===== config.mk =====
export PLATFORM = sky130hd
export DESIGN_NAME = ahb_sram_bank_ctrl
export DESIGN_NICKNAME = d
export VERILOG_FILES = /design/src/rtl/ahb_sram_bank_ctrl.sv
export SDC_FILE = /design/constraint.sdc
export NUM_CORES = 1
export LEC_CHECK = 0
export CORE_ASPECT_RATIO = 1.75
export CORE_MARGIN = 4
export CORE_UTILIZATION = 54
export CTS_BUF_LIST = sky130_fd_sc_hd__clkbuf_2
export DETAILED_ROUTE_END_ITERATION = 10
export GPL_TIMING_DRIVEN = 1
export PLACE_DENSITY = 0.9
export REMOVE_ABC_BUFFERS = 1
export SYNTH_ARGS = -nofsm -noshare
export SYNTH_HDL_FRONTEND = slang
export SYNTH_SLANG_ARGS = --single-unit

===== constraint.sdc =====
create_clock -name HCLK -period 3.3 [get_ports HCLK]
set_clock_uncertainty 0.05 [all_clocks]
set_input_delay 0.495 -clock HCLK [delete_from_list [all_inputs] [get_ports HCLK]]
set_output_delay 0.495 -clock HCLK [all_outputs]
set_load 0.005 [all_outputs]

===== src/rtl/ahb_sram_bank_ctrl.sv =====
// AHB-Lite slave fronting N_BANK single-port synchronous SRAM banks.
// One-entry posted write buffer with byte-merged read-after-write forwarding.
module ahb_sram_bank_ctrl #(
    parameter int N_BANK         = 2,
    parameter int BANK_DEPTH     = 1024,
    parameter int RD_WAIT        = 0,
    parameter bit INVERT_CE_EN   = 1'b0,
    parameter bit INVERT_BYTE_EN = 1'b0,
    localparam int AW = (BANK_DEPTH > 1) ? $clog2(BANK_DEPTH) : 1
) (
    input  logic                  HCLK,
    input  logic                  HRESET,
    input  logic                  HSEL,
    input  logic                  HREADY,
    input  logic [1:0]            HTRANS,
    input  logic [2:0]            HSIZE,
    input  logic                  HWRITE,
    input  logic [31:0]           HADDR,
    input  logic [31:0]           HWDATA,
    output logic                  HREADYOUT,
    output logic                  HRESP,
    output logic [31:0]           HRDATA,
    output logic [N_BANK-1:0]     sram_ce,
    output logic                  sram_we,
    output logic [3:0]            sram_be,
    output logic [AW-1:0]         sram_addr,
    output logic [31:0]           sram_wdata,
    input  logic [32*N_BANK-1:0]  sram_rdata
);

    localparam int BW = (N_BANK > 1) ? $clog2(N_BANK) : 1;
    localparam logic [32:0] LIMIT = 33'(N_BANK) * 33'(BANK_DEPTH) * 33'd4;
    localparam logic [3:0] LAST = 4'(RD_WAIT + 1);

    typedef enum logic [2:0] {
        IDLE,
        READ,
        RD_END,
        ERR1,
        ERR2
    } state_t;

    state_t state;
    state_t state_n;
    logic [3:0] cnt;

    logic [31:0] bank_full;
    logic [BW-1:0] a_bank;
    logic [AW-1:0] a_word;
    logic [3:0] a_be;
    logic a_oor;
    logic a_mis;
    logic acc;
    logic acc_err;
    logic acc_rd;
    logic acc_wr;
    logic ready;
    logic issue;
    logic rd_done;
    logic drain;
    logic unused_bits;

    logic [BW-1:0] rd_bank;
    logic [AW-1:0] rd_word;

    logic wdp;
    logic [BW-1:0] wdp_bank;
    logic [AW-1:0] wdp_word;
    logic [3:0] wdp_be;

    logic bv;
    logic [BW-1:0] bb;
    logic [AW-1:0] bw;
    logic [3:0] bbe;
    logic [31:0] bd;

    logic sh_hit;
    logic [3:0] sh_be;
    logic [31:0] sh_data;

    logic [31:0] bank_rdata;
    logic [31:0] merged;
    logic [31:0] rdata_q;
    logic [AW-1:0] last_addr;
    logic [31:0] last_wdata;
    logic [N_BANK-1:0] ce_raw;
    logic [3:0] be_raw;

    // Address-phase decode
    assign bank_full = HADDR >> (AW + 2);
    assign a_bank = bank_full[BW-1:0];
    assign a_word = HADDR[AW+1:2];
    assign a_oor = {1'b0, HADDR} >= LIMIT;
    assign a_mis = (HSIZE > 3'd2)
                || (HSIZE == 3'd1 && HADDR[0])
                || (HSIZE == 3'd2 && HADDR[1:0] != 2'b00);
    assign unused_bits = ^{HTRANS[0], bank_full};

    always_comb begin
        a_be = 4'b1111;
        case (HSIZE)
            3'd0:    a_be = 4'b0001 << HADDR[1:0];
            3'd1:    a_be = HADDR[1] ? 4'b1100 : 4'b0011;
            default: a_be = 4'b1111;
        endcase
    end

    assign acc = HSEL & HREADY & HTRANS[1] & ready;
    assign acc_err = acc & (a_oor | a_mis);
    assign acc_rd = acc & ~(a_oor | a_mis) & ~HWRITE;
    assign acc_wr = acc & ~(a_oor | a_mis) & HWRITE;

    // State register
    always_ff @(posedge HCLK) begin
        if (HRESET) begin
            state <= IDLE;
            cnt <= 4'd0;
        end else begin
            state <= state_n;
            if (state == READ && state_n == READ) begin
                cnt <= cnt + 4'd1;
            end else begin
                cnt <= 4'd0;
            end
        end
    end

    // Next-state logic
    always_comb begin
        state_n = state;
        unique case (state)
            IDLE, RD_END, ERR2: begin
                if (acc_err) begin
                    state_n = ERR1;
                end else if (acc_rd) begin
                    state_n = READ;
                end else begin
                    state_n = IDLE;
                end
            end
            READ: begin
                if (cnt == LAST) begin
                    state_n = RD_END;
                end
            end
            ERR1:    state_n = ERR2;
            default: state_n = IDLE;
        endcase
    end

    // Bus-side outputs
    always_comb begin
        ready = 1'b1;
        HRESP = 1'b0;
        issue = 1'b0;
        rd_done = 1'b0;
        unique case (state)
            READ: begin
                ready = 1'b0;
                issue = (cnt == 4'd0);
                rd_done = (cnt == LAST);
            end
            ERR1: begin
                ready = 1'b0;
                HRESP = 1'b1;
            end
            ERR2:    HRESP = 1'b1;
            default: ready = 1'b1;
        endcase
    end

    assign HREADYOUT = ready;
    assign HRDATA = rdata_q;

    // A read issue owns the SRAM port; the buffer drains any other cycle
    assign drain = bv & ~issue;

    always_comb begin
        ce_raw = '0;
        be_raw = 4'b0000;
        sram_we = 1'b0;
        sram_addr = last_addr;
        sram_wdata = last_wdata;
        if (issue) begin
            ce_raw[rd_bank] = 1'b1;
            be_raw = 4'b1111;
            sram_addr = rd_word;
        end else if (bv) begin
            ce_raw[bb] = 1'b1;
            be_raw = bbe;
            sram_we = 1'b1;
            sram_addr = bw;
            sram_wdata = bd;
        end
    end

    assign sram_ce = INVERT_CE_EN ? ~ce_raw : ce_raw;
    assign sram_be = INVERT_BYTE_EN ? ~be_raw : be_raw;

    assign bank_rdata = sram_rdata[int'(rd_bank) * 32 +: 32];

    always_comb begin
        merged = bank_rdata;
        for (int i = 0; i < 4; i++) begin
            if (sh_hit && sh_be[i]) begin
                merged[8*i +: 8] = sh_data[8*i +: 8];
            end
        end
    end

    // Datapath, write buffer and forwarding snapshot
    always_ff @(posedge HCLK) begin
        if (HRESET) begin
            rd_bank <= '0;
            rd_word <= '0;
            wdp <= 1'b0;
            wdp_bank <= '0;
            wdp_word <= '0;
            wdp_be <= 4'b0000;
            bv <= 1'b0;
            bb <= '0;
            bw <= '0;
            bbe <= 4'b0000;
            bd <= 32'd0;
            sh_hit <= 1'b0;
            sh_be <= 4'b0000;
            sh_data <= 32'd0;
            rdata_q <= 32'd0;
            last_addr <= '0;
            last_wdata <= 32'd0;
        end else begin
            if (acc_rd) begin
                rd_bank <= a_bank;
                rd_word <= a_word;
            end
            wdp <= acc_wr;
            if (acc_wr) begin
                wdp_bank <= a_bank;
                wdp_word <= a_word;
                wdp_be <= a_be;
            end
            if (drain) begin
                bv <= 1'b0;
            end
            if (wdp) begin
                bv <= 1'b1;
                bb <= wdp_bank;
                bw <= wdp_word;
                bbe <= wdp_be;
                bd <= HWDATA;
            end
            if (issue) begin
                sh_hit <= bv && (bb == rd_bank) && (bw == rd_word);
                sh_be <= bbe;
                sh_data <= bd;
            end
            if (rd_done) begin
                rdata_q <= merged;
            end
            last_addr <= sram_addr;
            last_wdata <= sram_wdata;
        end
    end

endmodule


==> flow_summary.ini <==
[detailed_routing]
antenna_left = 0
drt_wl_total_um = 22000
drt-initial-drc-count = 333
via_count = 7040
drc = 0
dr.pass1.iters = 5
wire_per_inst_um = 17.2
avgViaCountPerCell = 5.50

[setup_path]
path_buf_inv = 3
crit_type = flip-flop to output pin
critPathMaxFanout = 15
worstPathArrival_ns = 2.66
crit_start = state[1]
required_ns = 2.75
crit_path_end_kind = output pin
critPathMaxStageDelay_ns = 0.52
timing.rr.start = state[1]
start_kind = flip-flop
slowest_stage = clkdlybuf4s50_1
cp_cell_sequence = nor3b_4 -> buf_6 -> nand3_4 -> buf_8 -> a21oi_1 -> clkdlybuf4s50_1
crit_family = buffers and inverters

[clock_network]
htreeDepth = 4
cts_buffer_depth = 2
cts_buffers = 17
cts_tree = done
cts_num_sinks = 193
clk_root_buffer_cell = clkbuf_2
clkSlewWorstSetupHoldPaths_ns = 0.32
clk-insertion-delay-late_ns = 0.72

[sta]
hold_violations = 0
drv_slew = 0
finalSetupViolCount = 0
slew_headroom = 0.350
rsz0062_at_grt = yes
post-route-period-util = 0.971
worst_pin_slew_ns = 0.975
fmax_mhz = 312
period_needed_ns = 3.21

[layout]
fillers = 1101
final_cell_mix = dfxtp_1, clkdlybuf4s50_1, mux2i_1
layout_commonest_cell = dfxtp_1
drive_gt1_frac = 0.103
finalInstanceArea_um2 = 11000
multi_input_area_um2 = 4170
nNetsFinal = 1225
regArea_um2 = 3880
utilization = 0.737
area_delta_synth_final_pct = 33.3

[floorplanning]
rows = 59
core-area_um2 = 15000
die_h_um = 172
die_w_um = 102
dieArea_um2 = 17500
num_io_pins = 221
start_util = 0.553

[synth]
synthCells = 889
syn-cell-area_um2 = 8290
syn_area_per_cell_um2 = 9.32
yosys_register_bits = 193
ys_types = 39
ys_warn_count = 0
ys_seq_area_frac = 0.466

[placement]
io_buffers = 219
placed_area_um2 = 10600
routabilityCongestion = 0.780
dp_hpwl_um = 15000

[grt]
grt_antenna_before_repair = 1
grt_pass1_wl_um = 33800
grt_use_total = 0.243
gr-total-overflow = 0
grt_pass1_vias = 7090
grt_max_degree = 144

[worst_hold_path]
hold_class = input port to flip-flop
hold_start = HRESET

[flow_run]
cap_violations = 0

[status]
status = completed

[power]
p_total_w = 0.00388
peakVddDrop_v = 0.000280
power_leakage_nw = 4.76
power_density_nw_per_um2 = 351
flip-flops by register name, summed over array words and instances (netlist names), 4 cells and up:
signal	flops
cnt	4
sh_data	32
last_addr	10
wdp_be	4
bbe	4
rd_word	10
bw	10
sh_be	4
wdp_word	10
bd	32
last_wdata	32
HRDATA	32
layer usage:
metal	share of wire	global-route usage
met1	0.36	0.253
met3	0.043	0.0440
met4	0.039	0.122
met2	0.56	0.456
met5	0	0
cell families after synthesis:
group | after synthesis | share of synthesized area
mux | 179 | 0.222
fa+ha+maj | 3 | 0.00453
compound gates | 106 | 0.0699
flops | 193 | 0.466
simple gates | 320 | 0.186
buf+inv | 75 | 0.0381
xor+xnor | 13 | 0.0137
repair_timing:
action                                  CTS  global route
hold buffers                              0             0
pin swaps                                 1             2
setup buffers                             4             6
resized for setup                         9            50
endpoints found under the setup margin   44            48
cloned                                    0             1
hold endpoints to repair                  0             0
worst paths after layout:
path         cells after the start      endpoint  slack, ns
max reg2reg                      7    sh_data[5]       1.24
min                              2    HRDATA[11]       0.20
max                              6  sram_addr[4]       0.09
min reg2reg                      2   sh_data[16]       0.41
cells in the mapped netlist (all sizes together):
library cell	count	area share
nor3b	2	0.0024
mux2	35	0.048
nand2b	40	0.030
nand2	84	0.038
or3	1	0.00076
a311oi	1	0.0011
o32a	1	0.0012
clkbuf	48	0.022
nor4	10	0.010
a31o	1	0.0011
and3	1	0.00076
a2bb2oi	1	0.0011
nand4bb	1	0.0014
xor2	12	0.013
or3b	1	0.0011
a211oi	11	0.010
or2	1	0.00076
nand4	2	0.0015
nand3	38	0.023
dfxtp	193	0.47
nor4b	1	0.0011
and2	4	0.0030
o21bai	1	0.00091
a21oi	51	0.031
ha	3	0.0045
buf	20	0.013
mux2i	144	0.17
xnor2	1	0.0011
o31ai	1	0.00091
o21ai	38	0.023
nor2	97	0.044
inv	7	0.0032
nor2b	37	0.028
stage by stage:
step | setup WS, ns | setup TNS [ns] | std cells | hold slack (ns)
floorplan | 0.265 | 0 | 821 | 0.380
global placement | 0.444 | 0 | 1237 | 0.392
detailed placement | 0.375 | 0 | 1237 | 0.397
CTS | -0.0567 | -0.945 | 1273 | 0.187
global route | -0.110 | -0.820 | 1281 | 0.174
finish | 0.0948 | 0 | 1281 | 0.203
power by group:
part           total (W)  internal, W  switching [W]
combinational   0.000443     0.000261       0.000182
clock            0.00107     0.000228       0.000844
sequential       0.00236      0.00235     0.00000741
total            0.00388      0.00284        0.00103
cell type report:
class | instances | share of cell area
diodes | 1 | 0.000227
well taps | 183 | 0.0207
flip-flops and latches | 193 | 0.351
multi-input cells | 621 | 0.378
clock inverters | 14 | 0.0112
inverters | 7 | 0.00238
repair buffers | 244 | 0.228
clock buffers | 18 | 0.00815
No activity file was read; power rests on OpenSTA's default activity.
==> edit 1 (same flow settings) <==
The parameter `BANK_DEPTH` goes from 1024 to 512.
--- a/src/rtl/ahb_sram_bank_ctrl.sv
+++ b/src/rtl/ahb_sram_bank_ctrl.sv
@@ -2,7 +2,7 @@
 // One-entry posted write buffer with byte-merged read-after-write forwarding.
 module ahb_sram_bank_ctrl #(
     parameter int N_BANK         = 2,
-    parameter int BANK_DEPTH     = 1024,
+    parameter int BANK_DEPTH     = 512,
     parameter int RD_WAIT        = 0,
     parameter bit INVERT_CE_EN   = 1'b0,
     parameter bit INVERT_BYTE_EN = 1'b0,
Ports: changed (resized sram_addr); port bits go from 221 to 220. No check against the original RTL was run, so the function may have changed too.
==> edit 1 against the unedited design <==
  * Design area shrank 1.6%
  * Total power shrank 1.7%
  * Worst setup slack lost 0.14 ns
  * Combinational power shrank 17%
  * Core utilization shrank 0.45 points
  * The flow now finishes with violations (setup timing)
  * Global-route usage grew 1.0 points
  * Non-clock buffer count shrank 1
  * Critical endpoint is now sram_wdata[16]
  * Register-to-register slack gained 0.08 ns
  * Wire length grew 5.5%
  * Synthesized area shrank 1.3%
  * Sequential cell count shrank 4
  * Final cell count shrank 0.47%
==> edit 1: results (changes against the unedited design) <==
metric;value;unit;change
failed_checks;setup timing;;
r2r_end;last_wdata[9]$_SDFF_PP0_;;
arrival;2.80;ns;+0.14 ns
worstHoldStart;HRESET;;
status;finished, violations left;;
drt_iter0_drc;335;;+0.60%
wl;23.2;mm;+5.5%
classification_of_the_worst_slack_hold_path;input pin to flip-flop;;
cp_slowest_stage_delay;0.45;ns;-0.07 ns
netlist-cell-type-count;40;;+2.6%
critical_path.endpoint;sram_wdata[16];;
global_route_total_usage_across_every_layer;25.4;%;+1.0 points
synth_seq_area_share;46.3;%;-0.35 points
post_route_cells_drive_above_1_share;9.35;%;-0.95 points
top_area_cells_in_the_synthesized_netlist;dfxtp_1 46%, mux2i_1 15%, nor2_1 4.5%;;
final.fill_count;1063;;-3.5%
leak;4.54;nW;-4.7%
vdd.ir_drop.worst;242;µV;-14%
grt_first_pass_wirelength;34.8;mm;+3.2%
final-setup-viol-count;1;;+1
switchingPower;0.000946;W;-8.5%
slowest_stage;clkdlybuf4s50_1;;
pre_cts_slack;0.480;ns;+0.106 ns
postLayoutSetupSlackWorst;-0.0410;ns;-0.136 ns
detailedPlacementHpwl;16.1;mm;+7.6%
top_signal_layer_used;met4;;
ctsRootBufferMaster;clkbuf_2;;
fin_hold_ws;0.0896;ns;-0.113 ns
drt-vias-per-instance;5.71;;+3.9%
grt_pass1_vias;7243;;+2.2%
synthTopCellsByCount;189 x dfxtp_1, 119 x mux2i_1, 97 x nor2_1;;
worst_path_clk_slew;0.28;ns;-0.04 ns
num-nets-final;1220;;-0.41%
sequentialPower;0.00230;W;-3%
cts-htree-levels;4;;unchanged
met3WireLength;1.22;mm;+30%
worst_skew_pair.late_latency;0.77;ns;+0.05 ns
finalHoldViolations;0;;unchanged
firstDrtPassIters;6;;+1
worst_slew_margin;38.3;%;+3.3 points
grt_antenna_before_repair;1;;unchanged
postSynth.asyncResetShare;0;%;unchanged
power.switching_fraction;24.8;%;-1.8 points
ff2ff_setup_slack;1.32;ns;+0.08 ns
timing.critical_path.fanout_max;14;;-1
cp_top_family;buffers and inverters;;
r2r_cells;6;;-1
numCtsBuffers;17;;unchanged
wl_met2;12.8;mm;+4.7%
wl_met1;8.21;mm;+2.9%
worst_setup_path_startpoint;state[2]$_SDFF_PP0_;;
place.port_buffers;218;;-0.46%
timing.hold.worst_path_depth;2;;unchanged
power_clock;0.00114;W;+7%
grt_max_degree;87;;-40%
place_congestion;0.848;;+8.7%
hold_path_end;bd[26]$_SDFFE_PP0P_;;
-- edit 1: cell count changes after synthesis, moves of 9 or more --
cell | before | now
a21oi_1 | 51 | 70
buf_2 | 9 | 23
mux2_2 | 35 | 22
mux2_4 | 0 | 9
mux2i_1 | 144 | 119
nand2b_1 | 40 | 1
nand4_1 | 2 | 27
o31ai_1 | 1 | 24
-- edit 1: cell type report --
cell class | instances | area share, %
Clock inverter | 13 | 1.28
Antenna cell | 1 | 0.0230
Clock buffer | 18 | 0.829
Tap cell | 183 | 2.11
Sequential cell | 189 | 34.9
Timing Repair Buffer | 243 | 23.3
Inverter | 7 | 0.242
Multi-Input combinational cell | 621 | 37.3
-- edit 1: kinds of logic (layout without fill, tap and decap cells) --
group | after synthesis | count (layout) | share of synthesized area, %
AND/OR/NAND/NOR | 307 | 307 | 17.7
XOR/XNOR | 12 | 12 | 1.29
other | 0 | 1 | 0
AO/OA/AOI/OAI | 147 | 147 | 10.2
adder cells (fa/ha/maj) | 3 | 3 | 0.459
flip-flops | 189 | 189 | 46.3
buffers and inverters | 84 | 281 | 4.55
multiplexers | 152 | 152 | 19.5
-- edit 1: metrics by stage --
step	area [µm²]	setup TNS, ns	utilization [%]	instances
2_1_floorplan	7830	0	-	817
6_report	10900	-0.0410	73.3	1275
4_1_cts	10700	0	72.3	1270
3_5_place_dp	10400	0	70.2	1237
5_1_grt	10900	-0.360	73.3	1275
3_3_place_gp	10400	0	70.2	1237
-- edit 1: layer usage --
metal / global-route usage [%] / vias up
li1: - / 3485
met1: 25.7 / 3459
met2: 49.0 / 268
met5: 0 / -
met3: 4.24 / 71
met4: 12.0 / 0
-- edit 1: what timing repair did --
item	in CTS	in global routing
setup endpoints to repair	44	29
pin swaps	1	1
buffers inserted	2	3
gates cloned	0	1
gates resized for setup	20	36
==> edit 2 (config.mk and constraints unchanged) <==
Made on the original files. Encoding of `state_t`: now Gray code (3 bits for 5 states).
--- a/src/rtl/ahb_sram_bank_ctrl.sv
+++ b/src/rtl/ahb_sram_bank_ctrl.sv
@@ -33,11 +33,11 @@
     localparam logic [3:0] LAST = 4'(RD_WAIT + 1);
 
     typedef enum logic [2:0] {
-        IDLE,
-        READ,
-        RD_END,
-        ERR1,
-        ERR2
+        IDLE   = 3'b000,
+        READ   = 3'b001,
+        RD_END = 3'b011,
+        ERR1   = 3'b010,
+        ERR2   = 3'b110
     } state_t;
 
     state_t state;
Check against the original RTL: same outputs for any inputs over 4 cycles, from zero or initial values and one cycle with HRESET high; so few cycles prove little.
==> edit 2 against the unedited design <==
  * Design area is essentially flat
  * Worst setup slack gained 0.0045 ns
  * Non-clock buffer count grew 5
  * Wire length grew 5.3%
  * Clock power is essentially flat
  * Total power shrank 5.1%
  * Synthesized area grew 1.3%
  * Sequential cell count is the same
  * Largest cell class unchanged
==> edit 2: results (changes against the unedited design) <==
metric;value;unit;change
detailedPlacementHpwl;16.3;mm;+9.1%
synthTopCellsByCount;193 x dfxtp_1, 152 x nand2_1, 102 x a21oi_1;;
num-nets-final;1248;;+1.9%
wl_met2;12.8;mm;+4.7%
final.fill_count;1118;;+1.5%
vdd.ir_drop.worst;233;µV;-17%
place_congestion;0.859;;+10%
grt_pass1_vias;7628;;+7.6%
routed_wire_length_per_instance;17.7;µm;+3.3%
wl_met1;8.23;mm;+3.1%
cp_slowest_stage_delay;0.46;ns;-0.06 ns
timing.critical_path.fanout_max;8;;-7
arrival;2.66;ns;about the same
post_route_cells_drive_above_1_share;10.5;%;+0.24 points
top_area_cells_in_the_synthesized_netlist;dfxtp_1 46%, mux2i_1 11%, nand2_1 6.8%;;
tns;0;ns;unchanged
synth_cells;914;;+2.8%
status;completed;;
drt_iter0_drc;271;;-19%
leak;4.11;nW;-14%
ys.warnings.count;0;;unchanged
via_count;7388;;+4.9%
pre_cts_slack;0.621;ns;+0.246 ns
synth_seq_area_share;46.0;%;-0.60 points
dp.cells;1264;;+2.2%
wl;23.1;mm;+5.3%
rr_startpoint;state[0]$_SDFF_PP0_;;
grt_first_pass_wirelength;36.2;mm;+7.3%
global_route_total_usage_across_every_layer;25.6;%;+1.3 points
grt_max_degree;93;;-35%
netlist-cell-type-count;42;;+7.7%
worst_slew_margin;29.7;%;-5.3 points
worst_path_clk_slew;0.30;ns;-0.02 ns
numCtsBuffers;17;;unchanged
firstDrtPassIters;7;;+2
met3WireLength;1.32;mm;+41%
worst_setup_path_startpoint;state[2]$_SDFF_PP0_;;
==> edit 2: cell types whose count changed after synthesis, sizes merged, moves of 35 or more <==
cell	unedited run	this run
nand2b	40	3
nor2	97	62
mux2i	144	89
a21oi	51	102
nand2	84	152
==> edit 2: repair_timing <==
item,4_1_cts,5_1_grt
pin swaps,2,0
cloned,2,0
buffers inserted,8,0
hold endpoints to repair,0,0
setup endpoints to repair,45,12
resized for setup,26,12
==> edit 2: layout make-up <==
cell class              instances  share of cell area (%)
multi-input cells             640                    37.8
well taps                     186                    2.11
repair buffers                249                    22.7
clock inverters                13                    1.16
inverters                       6                   0.204
diodes                          1                  0.0227
clock buffers                  18                   0.816
flip-flops and latches        193                    35.1
==> edit 2: cell families after synthesis <==
logic type                 share of synthesized area [%]
muxes                                               16.0
adders and majority gates                          0.447
DFF                                                 46.0
buffers and inverters                               4.35
xor gates and xnor gates                            1.57
AOI/OAI and AO/OA                                   14.0
and+or+nand+nor                                     17.6
==> edit 2: path summary, 6_finish.rpt <==
path	end	slack, ns	cells past startpoint
max	sram_wdata[29]	0.1	5
min	bw[6]$_SDFFE_PP0P_	0.13	2
max reg2reg	cnt[3]$_SDFF_PP0_	1.28	6
min reg2reg	sh_data[0]$_SDFFE_PP0P_	0.41	2
==> edit 2: power by group <==
part	switching, W	leakage [nW]	internal [W]
sequential	0.00000114	1.56	0.00234
combinational	0.000100	2.42	0.000168
clock	0.000840	0.127	0.000229
==> edit 2: worst reg2reg max path: stages (launching register included) <==
cell and delay (ns):
dfxtp_4 0.39, nor3b_4 0.17, buf_4 0.15, nand3_1 0.07, buf_4 0.36, o21ai_0 0.37, nor4_1 0.39
==> edit 2: layer usage <==
metal  global-route usage (%)  up-vias
met3                     4.52       54
met5                        0        -
li1                         -     3582
met2                     47.8      266
met4                     11.7        0
met1                     26.8     3486
==> edit 2: metrics by stage <==
stage / hold slack [ns] / instance area, µm²
floorplan: 0.380 / 8050
global placement: 0.391 / 10700
detailed placement: 0.397 / 10700
CTS: 0.0826 / 11000
global route: 0.128 / 11000
finish: 0.130 / 11000
